$ cat src/rtl/ysyx_25040105_mdu.sv
// Iterative RV32M multiply/divide unit: shift-add multiply, restoring divide, one-cycle fast path
// for divide-by-zero and signed overflow. Define YSYX_25040105_MDU_FAST_MUL_EN for single-cycle multiply.
module ysyx_25040105_mdu #(
  parameter int XLEN = 32
) (
  input  logic            clk,
  input  logic            rst_n,
  input  logic            flush,
  input  logic            in_valid,
  output logic            in_ready,
  input  logic [2:0]      op,
  input  logic [XLEN-1:0] rs1_data,
  input  logic [XLEN-1:0] rs2_data,
  output logic            out_valid,
  input  logic            out_ready,
  output logic [XLEN-1:0] result
);
  localparam int CW = $clog2(XLEN);
  localparam logic [2:0] OP_MUL    = 3'b000;
  localparam logic [2:0] OP_MULH   = 3'b001;
  localparam logic [2:0] OP_MULHSU = 3'b010;
  localparam logic [2:0] OP_DIV    = 3'b100;
  localparam logic [2:0] OP_REM    = 3'b110;

  typedef enum logic [1:0] {IDLE, CALC, DONE} state_e;

  state_e            state_q, state_d;
  logic [2:0]        op_q, op_d;
  logic              sign_a_q, sign_a_d, sign_b_q, sign_b_d;
  logic [2*XLEN-1:0] acc_q, acc_d;
  logic [XLEN-1:0]   oper_q, oper_d;
  logic [XLEN-1:0]   result_q, result_d;
  logic [CW-1:0]     cnt_q, cnt_d;

  logic              sign_a_in, sign_b_in, div_zero, div_ovf;
  logic [XLEN-1:0]   abs_a, abs_b, fast_res;

  always_comb begin
    sign_a_in = rs1_data[XLEN-1] & (op == OP_MULH || op == OP_MULHSU || op == OP_DIV || op == OP_REM);
    sign_b_in = rs2_data[XLEN-1] & (op == OP_MULH || op == OP_DIV || op == OP_REM);
    abs_a     = sign_a_in ? -rs1_data : rs1_data;
    abs_b     = sign_b_in ? -rs2_data : rs2_data;
    div_zero  = op[2] && (rs2_data == '0);
    div_ovf   = (op == OP_DIV || op == OP_REM) &&
                (rs1_data == {1'b1, {(XLEN-1){1'b0}}}) && (rs2_data == '1);
    if (div_zero) fast_res = op[1] ? rs1_data : '1;
    else          fast_res = op[1] ? '0 : rs1_data;
  end

  // Multiply keeps {partial_hi, multiplier}; divide keeps {remainder, dividend/quotient}.
  logic [XLEN:0]     mul_sum, div_shift, div_diff;
  logic              div_ge;
  logic [2*XLEN-1:0] mul_next, div_next, prod;
  logic [XLEN-1:0]   quo, rem, calc_res;

  always_comb begin
    mul_sum   = {1'b0, acc_q[2*XLEN-1:XLEN]} + (acc_q[0] ? {1'b0, oper_q} : '0);
    mul_next  = {mul_sum, acc_q[XLEN-1:1]};
    div_shift = {acc_q[2*XLEN-1:XLEN], acc_q[XLEN-1]};
    div_diff  = div_shift - {1'b0, oper_q};
    div_ge    = ~div_diff[XLEN];
    div_next  = {div_ge ? div_diff[XLEN-1:0] : div_shift[XLEN-1:0], acc_q[XLEN-2:0], div_ge};
    prod      = (sign_a_q ^ sign_b_q) ? -mul_next : mul_next;
    quo       = (sign_a_q ^ sign_b_q) ? -div_next[XLEN-1:0] : div_next[XLEN-1:0];
    rem       = sign_a_q ? -div_next[2*XLEN-1:XLEN] : div_next[2*XLEN-1:XLEN];
    if (op_q[2]) calc_res = op_q[1] ? rem : quo;
    else         calc_res = (op_q == OP_MUL) ? prod[XLEN-1:0] : prod[2*XLEN-1:XLEN];
  end

`ifdef YSYX_25040105_MDU_FAST_MUL_EN
  logic [2*XLEN-1:0] fast_mag, fast_prod;
  logic [XLEN-1:0]   fast_mul_res;

  always_comb begin
    fast_mag     = {{XLEN{1'b0}}, abs_a} * {{XLEN{1'b0}}, abs_b};
    fast_prod    = (sign_a_in ^ sign_b_in) ? -fast_mag : fast_mag;
    fast_mul_res = (op == OP_MUL) ? fast_prod[XLEN-1:0] : fast_prod[2*XLEN-1:XLEN];
  end
`endif

  always_comb begin
    state_d   = state_q;
    op_d      = op_q;
    sign_a_d  = sign_a_q;
    sign_b_d  = sign_b_q;
    acc_d     = acc_q;
    oper_d    = oper_q;
    result_d  = result_q;
    cnt_d     = cnt_q;
    in_ready  = (state_q == IDLE) && !flush;
    out_valid = (state_q == DONE);
    if (flush) begin
      state_d  = IDLE;
      result_d = '0;
      cnt_d    = '0;
    end else begin
      case (state_q)
        IDLE: begin
          if (in_valid) begin
            op_d     = op;
            sign_a_d = sign_a_in;
            sign_b_d = sign_b_in;
            cnt_d    = '0;
            if (op[2]) begin
              acc_d  = {{XLEN{1'b0}}, abs_a};
              oper_d = abs_b;
            end else begin
              acc_d  = {{XLEN{1'b0}}, abs_b};
              oper_d = abs_a;
            end
            if (div_zero || div_ovf) begin
              state_d  = DONE;
              result_d = fast_res;
            end
`ifdef YSYX_25040105_MDU_FAST_MUL_EN
            else if (!op[2]) begin
              state_d  = DONE;
              result_d = fast_mul_res;
            end
`endif
            else begin
              state_d = CALC;
            end
          end
        end
        CALC: begin
          acc_d = op_q[2] ? div_next : mul_next;
          cnt_d = cnt_q + 1'b1;
          if (cnt_q == CW'(XLEN-1)) begin
            state_d  = DONE;
            result_d = calc_res;
            cnt_d    = '0;
          end
        end
        DONE: begin
          if (out_ready) begin
            state_d  = IDLE;
            result_d = '0;
          end
        end
        default: state_d = IDLE;
      endcase
    end
  end

  always_ff @(posedge clk or negedge rst_n) begin
    if (!rst_n) begin
      state_q  <= IDLE;
      op_q     <= '0;
      sign_a_q <= 1'b0;
      sign_b_q <= 1'b0;
      acc_q    <= '0;
      oper_q   <= '0;
      result_q <= '0;
      cnt_q    <= '0;
    end else begin
      state_q  <= state_d;
      op_q     <= op_d;
      sign_a_q <= sign_a_d;
      sign_b_q <= sign_b_d;
      acc_q    <= acc_d;
      oper_q   <= oper_d;
      result_q <= result_d;
      cnt_q    <= cnt_d;
    end
  end

  assign result = result_q;

endmodule

$ cat config.mk
export PLATFORM = sky130hd
export DESIGN_NAME = ysyx_25040105_mdu
export DESIGN_NICKNAME = d
export VERILOG_FILES = /design/src/rtl/ysyx_25040105_mdu.sv
export SDC_FILE = /design/constraint.sdc
export NUM_CORES = 1
export LEC_CHECK = 0
export BUFFER_PORTS_ARGS = -buffer_cell sky130_fd_sc_hd__clkbuf_2
export CELL_PAD_IN_SITES_DETAIL_PLACEMENT = 0
export CELL_PAD_IN_SITES_GLOBAL_PLACEMENT = 1
export CORE_MARGIN = 5
export CORE_UTILIZATION = 50
export DETAILED_ROUTE_END_ITERATION = 12
export PLACE_DENSITY_LB_ADDON = 0.1
export SYNTH_ARGS = -nofsm -noshare
export SYNTH_HDL_FRONTEND = slang
export SYNTH_SLANG_ARGS = --single-unit
$ cat constraint.sdc
create_clock -name clk -period 15.7 [get_ports clk]
set_clock_uncertainty 0.2 [all_clocks]
set_input_delay 1.57 -clock clk [delete_from_list [all_inputs] [get_ports clk]]
set_output_delay 1.57 -clock clk [all_outputs]
set_load 0.005 [all_outputs]
==> Word level (Yosys, flattened, before mapping) <==
Index checks and enable logic that the tools add are counted.
{ "classes": {"add_sub_neg": 8, "multipliers": 0, "n_div": 0, "order_cmp": 0, "eq_ne": 14, "shifts": 0, "n_mux": 34, "bitwise": 5, "n_reduce_logical": 23} }
{ "ops": {"columns": ["cell", "n"], "rows": [
  ["2-to-1 mux 32 bit", 19],
  ["2-to-1 mux 64 bit", 3],
  ["negator 32 bit", 4],
  ["one-hot mux 64 bit (2 select lines)", 1],
  ["one-hot mux 32 bit (3 select lines)", 1],
  ["== test 32 bit (second input constant)", 2],
  ["negator 64 bit", 1],
  ["adder 32 x 32 -> 33 bit", 1],
  ["subtractor 33 x 32 -> 33 bit", 1],
  ["zero test 32 bit", 1],
  ["2-to-1 mux 5 bit", 3],
  ["2-to-1 mux 2 bit", 5],
  ["one-hot mux 5 bit (2 select lines)", 1],
  ["AND reduction 3 bit", 3],
  ["logical OR 1 bit", 7],
  ["== test 3 bit (second input constant)", 2],
  ["!= test 3 x 2 -> 1 bit (second input constant)", 2],
  ["!= test 3 bit (second input constant)", 2],
  ["one-hot mux 2 bit (3 select lines)", 1],
  ["adder 5 x 1 -> 5 bit (second input constant)", 1],
  ["== test 5 bit (second input constant)", 1],
  ["AND reduction 5 bit", 1],
  ["logical AND 1 bit", 4],
  ["nonzero test 4 bit", 1],
  ["other kinds (14)", 16]
]} }
{ "word_totals": {"regBits": 140, "latchBits": 0, "ramBits": 0, "romBits": 0, "input_bits": 72, "output_inout_bits": 34, "n_memories": 0} }

==> Longest topological paths before layout <==
Gate-level depths: netlist (run 1).
{ "depth": {"ltp_word": 9, "depth_mapped": 27, "depth_no_buf": 22} }

==> Least setup slack after synthesis (run 1) <==
Ideal clock, no wire load.
{ "synth_path": {"kind": "register to register", "startpoint": "register acc_q[31]", "endpoint": "register result_q[30], in the netlist result[30]", "setup_time_ns": 0.127, "t_arrival_ns": 5.146, "required_time_ns": 15.373, "setup_slack_ns": 10.226, "path_stages_with_launch": 25, "synth_period_minus_slack_ns": 5.474, "path_cell_list": "dfrtp_1 -> clkbuf_1 -> inv_1 -> ha_1 -> fa_1 -> nand2b_1 -> a21o_1 -> a311o_4 -> a211oi_4 -> o31a_1 -> buf_2 -> nor2_4 -> inv_2 -> buf_2 -> buf_2 -> buf_1 -> nor2_1 -> a21oi_1 -> ha_1 -> nand4_1 -> o31ai_1 -> o211ai_1 -> or4_1 -> a31oi_1 -> o31ai_1"} }
{ "synth_via": {"elab_chain_len": 9} }
{ "synth_lines": {"columns": ["item", "line", "source"], "rows": [
  ["start: declaration", "30", "logic [2*XLEN-1:0] acc_q, acc_d;"],
  ["start signal: assignment", "152", "acc_q <= '0;"],
  ["start signal: assignment", "161", "acc_q <= acc_d;"],
  ["subtractor 33 x 32 -> 33 bit", "60", "div_diff = div_shift - {1'b0, oper_q};"],
  ["2-to-1 mux 32 bit / inverter 1 bit (equally long branches)", "62, 61", null],
  ["negator 32 bit (on tied branches)", "65, 64", null],
  ["2-to-1 mux 32 bit (on tied branches)", "65, 64", null],
  ["2-to-1 mux 32 bit", "66", "if (op_q[2]) calc_res = op_q[1] ? rem : quo;"],
  ["2-to-1 mux 32 bit (*)", "66", null],
  ["2-to-1 mux 32 bit (*)", "129", "if (cnt_q == CW'(XLEN-1)) begin"],
  ["one-hot mux 32 bit (3 select lines) (*)", "97", "case (state_q)"],
  ["2-to-1 mux 32 bit (*)", "92", "if (flush) begin"],
  ["end signal: assignment", "163", "result_q <= result_d;"],
  ["end: declaration", "32", "logic [XLEN-1:0] result_q, result_d;"]
]} }
Mark *: on every way between the ends. The rest lies on a longest branch, timed or not. The select of a mux whose other input is x is not followed.
A chain may end at the register's enable or synchronous reset.

==> Final worst setup path (run 1) <==
{ "layout_path": {"startpoint": "register acc_q[31]", "endpoint": "register result_q[26], in the netlist result[26]"} }
The elaborated chain is that of the path after synthesis.

==> results of run 1 <==
## area by class of cell
type                       count  area (um2)
multi-input combinational   2058       13100
timing repair buffer         132         737
clock buffer                  19         453
sequential                   140        3500
tap                          455         569
inverter                      81         304
fill                        3438       15700
clock inverter                13         214
## placed cells by master, fill, tap and decap left out, drive strengths merged, types with 19 or more instances in the layout
cell type and count:
clkbuf 122, o211ai 21, nor2 302, xnor2 119, dfrtp 140, nand4 28
buf 29, nand3 31, a21o 23, ha 75, mux2i 53, a31oi 27
nand2 256, o21ai 226, a21oi 238, xor2 94, or3 27, nor3 67
nor4 30, inv 78, o31ai 30, a211oi 65, mux2 32, o221ai 19
## path summary, 6_finish.rpt
path                              end  cells after the start       start
setup / recovery           result[26]                     20   acc_q[31]
hold / removal             oper_q[21]                      2  oper_q[21]
setup reg to reg           result[26]                     20   acc_q[31]
hold reg to reg            oper_q[21]                      2  oper_q[21]
max in group asynchronous   acc_q[14]                      2       rst_n
min in group asynchronous    cnt_q[4]                      1       rst_n
## logic make-up after synthesis
group           after synthesis
buf+inv                     257
compound gates              793
flops                       140
fa+ha+maj                    92
mux                          85
simple gates                875
xor+xnor                    213
## metal layers
layer	vias to the layer above	wire, um	track usage, %
li1	8859	-	-
met1	9213	31000	51.5
met2	1073	33900	59.5
met3	171	7310	6.29
met4	0	4120	17.1
met5	-	0	0
## critical path: cells and delay by family, from the launching register on
kind,cells,cell delay [ns]
AO/OA/AOI/OAI,10,3.32
adder cells (fa/ha/maj),3,0.95
buffers and inverters,2,0.66
AND/OR/NAND/NOR,4,0.51
flip-flops,1,0.48
XOR/XNOR,1,0.29
## Yosys cell counts, types with 8 or more instances
library cell / number / area, um2
buf_1: 13 / 48.8
inv_1: 74 / 278
nand2b_1: 10 / 62.6
nand3b_1: 9 / 67.6
a211oi_1: 64 / 480
ha_1: 75 / 938
xor2_1: 94 / 823
a31oi_1: 27 / 169
o21a_1: 13 / 97.6
clkbuf_1: 145 / 544
dfrtp_1: 140 / 3500
and2_1: 18 / 113
nor3_1: 67 / 335
nand3_1: 31 / 155
o211ai_1: 21 / 158
a22oi_1: 13 / 97.6
maj3_1: 15 / 150
mux2_2: 32 / 360
or3_1: 27 / 169
nand2_1: 256 / 961
or2_2: 8 / 50.1
and4_1: 14 / 123
o21ai_0: 218 / 1090
a21o_1: 23 / 173
o31ai_1: 30 / 225
o221ai_1: 19 / 166
nor2_1: 300 / 1130
a21oi_1: 233 / 1170
nand4_1: 28 / 175
nor4_1: 26 / 163
or4_1: 17 / 128
and3_1: 16 / 100
xnor2_1: 119 / 1040
buf_2: 15 / 75.1
mux2i_1: 53 / 531
nor2b_1: 18 / 113
a22o_1: 18 / 158
## power by group through the flow
stage | clock network (W) | logic, W | registers (W)
after global routing | 0.000487 | 0.00399 | 0.000796
final | 0.000473 | 0.00374 | 0.000785
after CTS | 0.000472 | 0.00362 | 0.000769
after global placement | 0 | 0.00357 | 0.000770
after detailed placement | 0 | 0.00359 | 0.000774
after floorplan | 0 | 0.00263 | 0.000599
## through the flow
stage	cells	cell area, um2	setup slack, ns	util [%]	power (W)
final	2898	18900	9.20	54.5	0.00500
after detailed placement	2866	18200	9.46	52.6	0.00437
after global routing	2898	18900	8.84	54.5	0.00528
after global placement	2866	18200	9.58	52.6	0.00434
after floorplan	2455	17600	10.23	-	0.00323
after CTS	2898	18900	9.37	54.5	0.00486
## state kept, by name, indices dropped and copies added (netlist names)
register  cells
cnt_q         5
oper_q       32
state_q       2
result       32
acc_q        64
op_q          3
sign_b_q      1
sign_a_q      1
==> impl_results.md, run 1 <==
- Status: complete, no violations
- XOR/XNOR Fraction of Synth Area: 10.6%
- Cell internal pwr: 0.00207 W
- Clock buffer depth: 2
- P_sw: 0.00293 W
- Number of global-route vias before repair: 17900
- Flop pwr share: 15.7%
- Simple-gate share of the synthesized area: 23.6%
- Static leakage power: 7.83 nW
- Post-CTS Resized: 0
- Min cycle time layout: 6.50 ns
- Routed Antenna Nets: 0
- Syn avg cell area: 7.15 um2
- Layout cells sized above 1: 10.0%
- Post-cts hold buffer count: 0
- Area grow syn2layout: 7.56%
- Slack of the worst reg-to-reg path: 9.20 ns
- Via density: 6.67
- TritonCTS sink count: 140
- WHS: 0.284 ns
- CTS tree: yes
- Clk root buf: clkbuf_16
- Tightest Pin Transition: 1.09 ns
- Adder-Cell Fraction of Synth Area: 6.43%
- Combinational share of power: 74.8%
- Largest family of logic cells by synthesized area: compound AO/OA/AOI/OAI gates
- Die area: 39000 um2
- Hold Path Class: flop to flop
- IO Port Bufs: 105
- Mux contribution to synthesized area: 5.07%
- Die X: 197 um
- TritonCTS Buffers: 17
- Final worst-path cycle share: 41.4%
- Sequential-to-total area share from yosys stat: 20.0%
- Mapped Area: 17600 um2
- Largest net degree at the start of global routing: 116
- Fin. Hold Viols: 0
- Congestion Overflow GR: 0
- GRT Resource Usage Total: 38.0%
- PwrDens: 265 nW/um2
- Latest clock arrival within the worst-skew pair: 0.44 ns
- Compound-Gate Fraction of Synth Area: 28.7%
- Detailed Route WL: 76400 um
- Post-synth EDFFs: 0
- Core area: 34600 um2
- # setup viols final: 0
- Syn nets: 2604
- Drt pass-1 iters: 5
- WP data required: 15.86 ns
- Slew HR: 26.6%
- Slowest CP cell: o31a_1
- Critical-path maximum fanout: 39
- WL per Instance: 26.4 um
- DRC: 0
- Via count: 19300
- Sw Ratio: 58.6%
- Starting Density: 50.7%
- CP endpoint kind: flop
- Max-Cap Viols: 0
- Crit path kind: flop to flop
- Setup bufs post-CTS: 0
- Clock power frac: 9.5%
- Post-DP HPWL: 59700 um
- Yosys cell types: 94
- Peak Freq: 154 MHz
- First-pass GRT wire length: 113000 um
- Initial antenna violation count: 2
- Clock-pin slew on the worst setup and hold paths: 0.07 ns
- Peak VDD IR: 0.145 mV
- Yosys warning total: 0
- Crit-path max cell delay: 0.62 ns
- I/O pin cnt: 106
- Placer Congestion: 1.00
- Unrepaired setup endpoints after global routing: false
- Die H: 197 um
- Worst path arrival time: 6.66 ns
- CTS H-tree depth: 4
- Main synth FF type: dfrtp_1
- DR iter-0 viols: 2219
- Crit-path cells: inv_1, ha_1, fa_1, nand2b_1, a21o_1, a311o_4, a211oi_4, o31a_1, nor2_4, inv_2, nor2_1, a21oi_1, ha_1, nand4_1, o31ai_1, o211ai_1, o21ai_0, xor2_1, a21oi_1, o21ai_0
- TNS Setup: 0 ns
- Pins over their slew limit: 0
- Post-layout nets: 2579
- Std cell rows: 68
- Antenna diodes: 0
- Ys async rst share: 100%
- Yosys reg bits: 140
- Post-synthesis cell count: 2455
- CP Launch Type: flop
Note: power is estimated with default switching activity, not from simulation.
==> run 2, diff against run 1 <==
--- a/config.mk
+++ b/config.mk
@@ -9,7 +9,7 @@
 export CELL_PAD_IN_SITES_DETAIL_PLACEMENT = 0
 export CELL_PAD_IN_SITES_GLOBAL_PLACEMENT = 1
 export CORE_MARGIN = 5
-export CORE_UTILIZATION = 50
+export CORE_UTILIZATION = 42
 export DETAILED_ROUTE_END_ITERATION = 12
 export PLACE_DENSITY_LB_ADDON = 0.1
 export SYNTH_ARGS = -nofsm -noshare
==> constraint.sdc (replaced) <==
create_clock -name clk -period 5.25 [get_ports clk]
set_clock_uncertainty 0.2 [all_clocks]
set_input_delay 0.525 -clock clk [delete_from_list [all_inputs] [get_ports clk]]
set_output_delay 0.525 -clock clk [all_outputs]
set_load 0.005 [all_outputs]
==> run 2 against run 1 <==
  * Cell count rose by 6.0%
  * Via count rose by 0.17%
  * Critical path type unchanged
  * Die area rose by 18%
  * Critical path depth fell by 4
  * Register-to-register slack got worse by 9.0 ns
  * Sequential power rose to 2.8 times the previous value
  * Sequential share of layout area fell by 0.78 points
  * Combinational power rose to 3.2 times the previous value
  * Clock power rose to 3.0 times the previous value
  * Largest cell class unchanged
  * Maximum frequency rose by 28%
==> impl_results.md, run 2 (synthesis results as in run 1) <==
- TNS Setup: 0 ns (unchanged)
- Clock buffer depth: 2 (unchanged)
- Status: complete, no violations
- CTS tree: yes
- Clock power frac: 9.0% (-0.5 points)
- Area grow syn2layout: 12.3%
- CP Launch Type: flop
- Layout cells sized above 1: 13.4% (+3.4 points)
- Placed cells: 3030 (+5.7%)
- Min cycle time layout: 5.07 ns (-1.43 ns)
- Post-DP HPWL: 64800 um (+8.6%)
- Post-layout nets: 2667 (+3.4%)
- DP Area: 19000 um2 (+4.1%)
- WL per Instance: 26.7 um (+1.1%)
- Combinational share of power: 76.7% (+1.9 points)
- GRT Resource Usage Total: 34.4% (-3.6 points)
- IO Port Bufs: 105 (unchanged)
- I/O pin cnt: 106 (unchanged)
- Most common cell after layout, fill and taps aside: nor2_1
- Peak VDD IR: 0.320 mV (+120%)
- Clock-pin slew on the worst setup and hold paths: 0.07 ns (about the same)
- Flop pwr share: 14.3% (-1.4 points)
- Slew HR: 30.5% (+3.9 points)
- Final non-filler cell total: 3071 (+6.0%)
- Detailed Route WL: 81900 um (+7.1%)
- Largest net degree at the start of global routing: 91 (-22%)
- Static leakage power: 8.29 nW (+5.8%)
- Die H: 214 um (+8.6%)
- Tightest Pin Transition: 1.04 ns (-0.0556 ns)
- Max-Cap Viols: 0 (unchanged)
- Drt pass-1 iters: 6 (+1)
- TritonCTS sink count: 140 (unchanged)
- Crit path kind: flop to flop
- Register with the most flip-flops: acc_q
- PwrDens: 790 nW/um2 (+200%)
- Fill count: 4308 (+25%)
- Max reg flops: 64 (unchanged)
- DRC: 0 (unchanged)
- Clk root buf: clkbuf_16
- Via density: 6.30 (-5.5%)
- Fin. Hold Viols: 0 (unchanged)
- Core area: 41700 um2 (+20%)
- Initial antenna violation count: 4 (+2)
- Critical-path maximum fanout: 14 (-64%)
- Final Instance Area: 19700 um2 (+4.4%)
- Final worst-path cycle share: 96.6% (+55 points)
- Peak Freq: 197 MHz (+28%)
- CP endpoint kind: flop
- Power, Total: 0.0156 W (+210%)
- Die X: 214 um (+8.6%)
- Latest clock arrival within the worst-skew pair: 0.47 ns (+0.03 ns)
- DR iter-0 viols: 1999 (-9.9%)
- Die area: 46000 um2 (+18%)
- Hold Path Class: primary input to flop
- Via count: 19300 (+0.17%)
- Most frequent cells in the layout: nor2_1, nand2_1, a21oi_1, o21ai_0, dfrtp_1
- Congestion Overflow GR: 0 (unchanged)
- TritonCTS Buffers: 17 (unchanged)
- Worst path arrival time: 5.22 ns (-1.44 ns)
- DP Worst Slack: 0.122 ns (-9.33 ns)
- Number of global-route vias before repair: 18300 (+2.0%)
- Placer Congestion: 0.981 (-2.3%)
- Cell internal pwr: 0.00660 W (+220%)
- # setup viols final: 0 (unchanged)
- Routed Antenna Nets: 0 (unchanged)
- WP data required: 5.40 ns (-10.46 ns)
- First-pass GRT wire length: 121000 um (+6.7%)
- Setup ws final: 0.177 ns (-9.02 ns)
- Pins over their slew limit: 0 (unchanged)
- Sw Ratio: 57.6% (-0.98 points)
- Starting Density: 42.1% (-8.6 points)
- Std cell rows: 75 (+10%)
- P_sw: 0.00897 W (+210%)
- CTS H-tree depth: 4 (unchanged)
-- run 2: power by group through the flow --
stage	sequential, W	combinational [W]	clock [W]
after CTS	0.00220	0.0115	0.00141
final	0.00222	0.0119	0.00140
after floorplan	0.00179	0.00790	0
after global routing	0.00228	0.0128	0.00146
after detailed placement	0.00221	0.0114	0
after global placement	0.00221	0.0114	0
-- run 2: worst max-delay path, cell delays in order, from the launching register on --
cell and delay [ns]:
dfrtp_1 0.36, inv_1 0.07, ha_1 0.23, fa_1 0.42, nand2b_1 0.18, a21o_1 0.22
a311o_4 0.38, a211oi_4 0.29, nor4_2 0.12, buf_4 0.22, or4_1 0.55, a222oi_1 0.51
o211ai_1 0.31, buf_4 0.22, a31oi_1 0.20, o211ai_1 0.12, a221o_1 0.33
-- run 2: timing repair --
action | in CTS | in global routing
buffers inserted | 0 | 7
setup endpoints to repair | 0 | 8
resized for setup | 0 | 8
hold buffers | 1 | 0
endpoints found under the hold margin | 61 | 0
-- run 2: final cells by class --
type	instances	area [um2]	share of cell area, %
multi-input cells	2058	13200	66.7
clock buffers	20	457	2.32
repair buffers	220	1430	7.23
diodes	1	2.50	0.0127
clock inverters	12	184	0.933
well taps	539	674	3.42
flip-flops and latches	140	3500	17.8
inverters	81	307	1.56
-- run 2: per-stage QoR --
stage | hold slack, ns | utilization, %
3_3_place_gp | 0.263 | 45.5
3_5_place_dp | 0.267 | 45.5
5_1_grt | 0.206 | 47.3
4_1_cts | 0.184 | 47.1
6_report | 0.200 | 47.3
2_1_floorplan | 0.0294 | -
-- run 2: path summary, 6_finish.rpt --
check	from	cells after the start	slack, ns	end
worst max-delay path	acc_q[31]	16	0.18	result[20]
worst min-delay path	op[0]	2	0.20	op_q[0]
worst max register to register	acc_q[31]	16	0.18	result[20]
worst min register to register	oper_q[17]	2	0.28	oper_q[17]
max in group asynchronous	rst_n	3	3.08	result[1]
min in group asynchronous	rst_n	2	0.48	oper_q[27]
-- run 2: layer usage --
metal	wire length [um]	up-vias	global-route usage, %
met5	0	-	0
met4	3300	0	13.1
met3	5870	113	4.53
met2	36700	875	54.7
met1	36000	9311	47.6
li1	-	9049	-
==> run 3, diff against run 2 <==
--- a/config.mk
+++ b/config.mk
@@ -10,6 +10,7 @@
 export CELL_PAD_IN_SITES_GLOBAL_PLACEMENT = 1
 export CORE_MARGIN = 5
 export CORE_UTILIZATION = 42
+export CTS_BUF_LIST = sky130_fd_sc_hd__clkbuf_4 sky130_fd_sc_hd__clkbuf_8 sky130_fd_sc_hd__clkbuf_16
 export DETAILED_ROUTE_END_ITERATION = 12
 export PLACE_DENSITY_LB_ADDON = 0.1
 export SYNTH_ARGS = -nofsm -noshare
==> run 3 against run 2 <==
  * Routed wire length barely moved
  * Utilization about the same
  * Sequential cell count did not move
  * Clock-buffer cell count is the same
  * Sequential share of layout area is essentially flat
  * Combinational power is essentially flat
  * Critical path type unchanged
  * Largest cell class unchanged
==> impl_results.md, run 3 (synthesis results as in run 1) <==
- Flop pwr share: 14.3% (about the same)
- Hold Path Class: primary input to flop
- Latest clock arrival within the worst-skew pair: 0.47 ns (about the same)
- Peak Freq: 197 MHz (-0.17%)
- Std cell rows: 75 (unchanged)
- TritonCTS sink count: 140 (unchanged)
- TNS Setup: 0 ns (unchanged)
- CTS H-tree depth: 4 (unchanged)
- Via count: 19300 (-0.041%)
- Pins over their slew limit: 0 (unchanged)
- Drt pass-1 iters: 6 (unchanged)
- I/O pin cnt: 106 (unchanged)
- Final worst-path cycle share: 96.8% (+0.17 points)
- Placer Congestion: 0.981 (unchanged)
- Clock-pin slew on the worst setup and hold paths: 0.08 ns (about the same)
- Setup ws final: 0.169 ns (-0.00887 ns)
- WL per Instance: 26.7 um (about the same)
- Power, Total: 0.0156 W (about the same)
- Tightest Pin Transition: 1.04 ns (+0.000491 ns)
- Sequential Area: 3500 um2 (unchanged)
- Register with the most flip-flops: acc_q
- Die area: 46000 um2 (unchanged)
- Most frequent cells in the layout: nor2_1, nand2_1, a21oi_1, o21ai_0, dfrtp_1
- Max-Cap Viols: 0 (unchanged)
- Critical-path maximum fanout: 20 (+6)
- Crit-path max cell delay: 0.47 ns (-0.08 ns)
- GRT Resource Usage Total: 34.4% (unchanged)
- Peak VDD IR: 0.321 mV (+0.40%)
- Hold depth: 2 (unchanged)
- Crit-path cells: inv_1, ha_1, fa_1, nand2b_1, a21o_1, a311o_4, a211oi_4, nor4_2, nor2_4, inv_4, buf_4, buf_4, o41ai_1, nand3_1, nor4_2, nor3b_1, nor4b_1, a21oi_1
- Layout cells sized above 1: 13.5% (+0.040 points)
- IO Port Bufs: 105 (unchanged)
- Core area: 41700 um2 (unchanged)
- Static leakage power: 8.29 nW (about the same)
- Min cycle time layout: 5.08 ns (+0.00887 ns)
- DR iter-0 viols: 1983 (-0.80%)
- PwrDens: 791 nW/um2 (about the same)
- CP Launch Type: flop
- Cell internal pwr: 0.00660 W (about the same)
- Slowest CP cell: nor4b_1
- Fill count: 4307 (-0.023%)
- # setup viols final: 0 (unchanged)
- WHS: 0.201 ns (+0.000669 ns)
- Fin. Hold Viols: 0 (unchanged)
- Crit path kind: flop to flop
- Multi-input logic area: 13200 um2 (unchanged)
- Combinational share of power: 76.7% (about the same)
- Cell count of the worst reg-to-reg path: 18 (+2)
- Delay-heaviest family, CP: simple AND/OR/NAND/NOR gates
- Initial antenna violation count: 4 (unchanged)
- Via density: 6.30 (about the same)
- Clock buffer depth: 2 (unchanged)
- Congestion Overflow GR: 0 (unchanged)
- Routed Antenna Nets: 0 (unchanged)
- DRC: 0 (unchanged)
- Worst path arrival time: 5.23 ns (about the same)
- Area grow syn2layout: 12.3% (about the same)
- WP depth: 18 (+2)
- WP data required: 5.39 ns (about the same)
- Most common cell after layout, fill and taps aside: nor2_1
- Starting Density: 42.1% (unchanged)
- Number of global-route vias before repair: 18300 (unchanged)
- Post-layout nets: 2667 (unchanged)
- Max reg flops: 64 (unchanged)
- CTS tree: yes
- Die H: 214 um (unchanged)
- CP endpoint kind: flop
- Die X: 214 um (unchanged)
- Slew HR: 30.5% (-0.033 points)
- DP Worst Slack: 0.122 ns (unchanged)
- Sw Ratio: 57.6% (about the same)
- Clk root buf: clkbuf_16
- First-pass GRT wire length: 121000 um (unchanged)
- Post-DP HPWL: 64800 um (unchanged)
- Antenna diodes: 0 (-1)
- Detailed Route WL: 81800 um (about the same)
- Clock power frac: 9.0% (about the same)
- Status: complete, no violations
- TritonCTS Buffers: 17 (unchanged)
- P_sw: 0.00898 W (about the same)
- Worst path buffer plus inverter count: 4 (+1)
- Largest net degree at the start of global routing: 91 (unchanged)
[run 3: changes by cell type in the layout (fill, tap and decap cells not counted), sizes merged]
cell	change
diode	-1
[run 3: layer usage]
layer  vias to the layer above  GRT usage (%)  wire [um]
li1                       9051              -          -
met1                      9312           47.6      36200
met2                       866           54.7      36600
met3                       111           4.53       5710
met4                         0           13.1       3320
met5                         -              0          0
[run 3: timing repair]
item	CTS	global route
hold endpoints to repair	61	0
endpoints found under the setup margin	0	8
hold buffers	1	0
resized for setup	0	8
setup buffers	0	7
[run 3: layout make-up]
type | instances | area share, %
Clock inverter | 12 | 0.933
Sequential cell | 140 | 17.8
Clock buffer | 20 | 2.34
Inverter | 81 | 1.56
Timing Repair Buffer | 220 | 7.23
Multi-Input combinational cell | 2058 | 66.7
Tap cell | 539 | 3.42
[run 3: final timing paths]
check / from / end / slack, ns
min in group asynchronous: rst_n / oper_q[27] / 0.48
worst min register to register: oper_q[27] / oper_q[27] / 0.28
worst max register to register: acc_q[31] / result[31] / 0.17
worst max-delay path: acc_q[31] / result[31] / 0.17
worst min-delay path: op[0] / op_q[0] / 0.20
max in group asynchronous: rst_n / result[1] / 3.07
[run 3: metrics by stage]
| stage | cell area [um2] | cells | util [%] |
|---|---|---|---|
| 6_report | 19700 | 3070 | 47.3 |
| 3_5_place_dp | 19000 | 3030 | 45.5 |
| 2_1_floorplan | 17600 | 2455 | - |
| 4_1_cts | 19600 | 3063 | 47.1 |
| 5_1_grt | 19700 | 3070 | 47.3 |
| 3_3_place_gp | 19000 | 3030 | 45.5 |
[run 3: power groups by stage]
| stage | registers (W) | logic (W) | clock network, W |
|---|---|---|---|
| 2_1_floorplan | 0.00179 | 0.00790 | 0 |
| 3_3_place_gp | 0.00221 | 0.0114 | 0 |
| 3_5_place_dp | 0.00221 | 0.0114 | 0 |
| 4_1_cts | 0.00220 | 0.0115 | 0.00141 |
| 5_1_grt | 0.00228 | 0.0128 | 0.00146 |
| 6_report | 0.00222 | 0.0120 | 0.00140 |
[run 3: worst reg2reg max path: stages, from the launching register on]
cell and delay, ns:
dfrtp_1 0.36, inv_1 0.07, ha_1 0.23, fa_1 0.42
nand2b_1 0.19, a21o_1 0.22, a311o_4 0.38, a211oi_4 0.30
nor4_2 0.13, nor2_4 0.21, inv_4 0.08, buf_4 0.23
buf_4 0.22, o41ai_1 0.44, nand3_1 0.24, nor4_2 0.38
nor3b_1 0.11, nor4b_1 0.47, a21oi_1 0.12
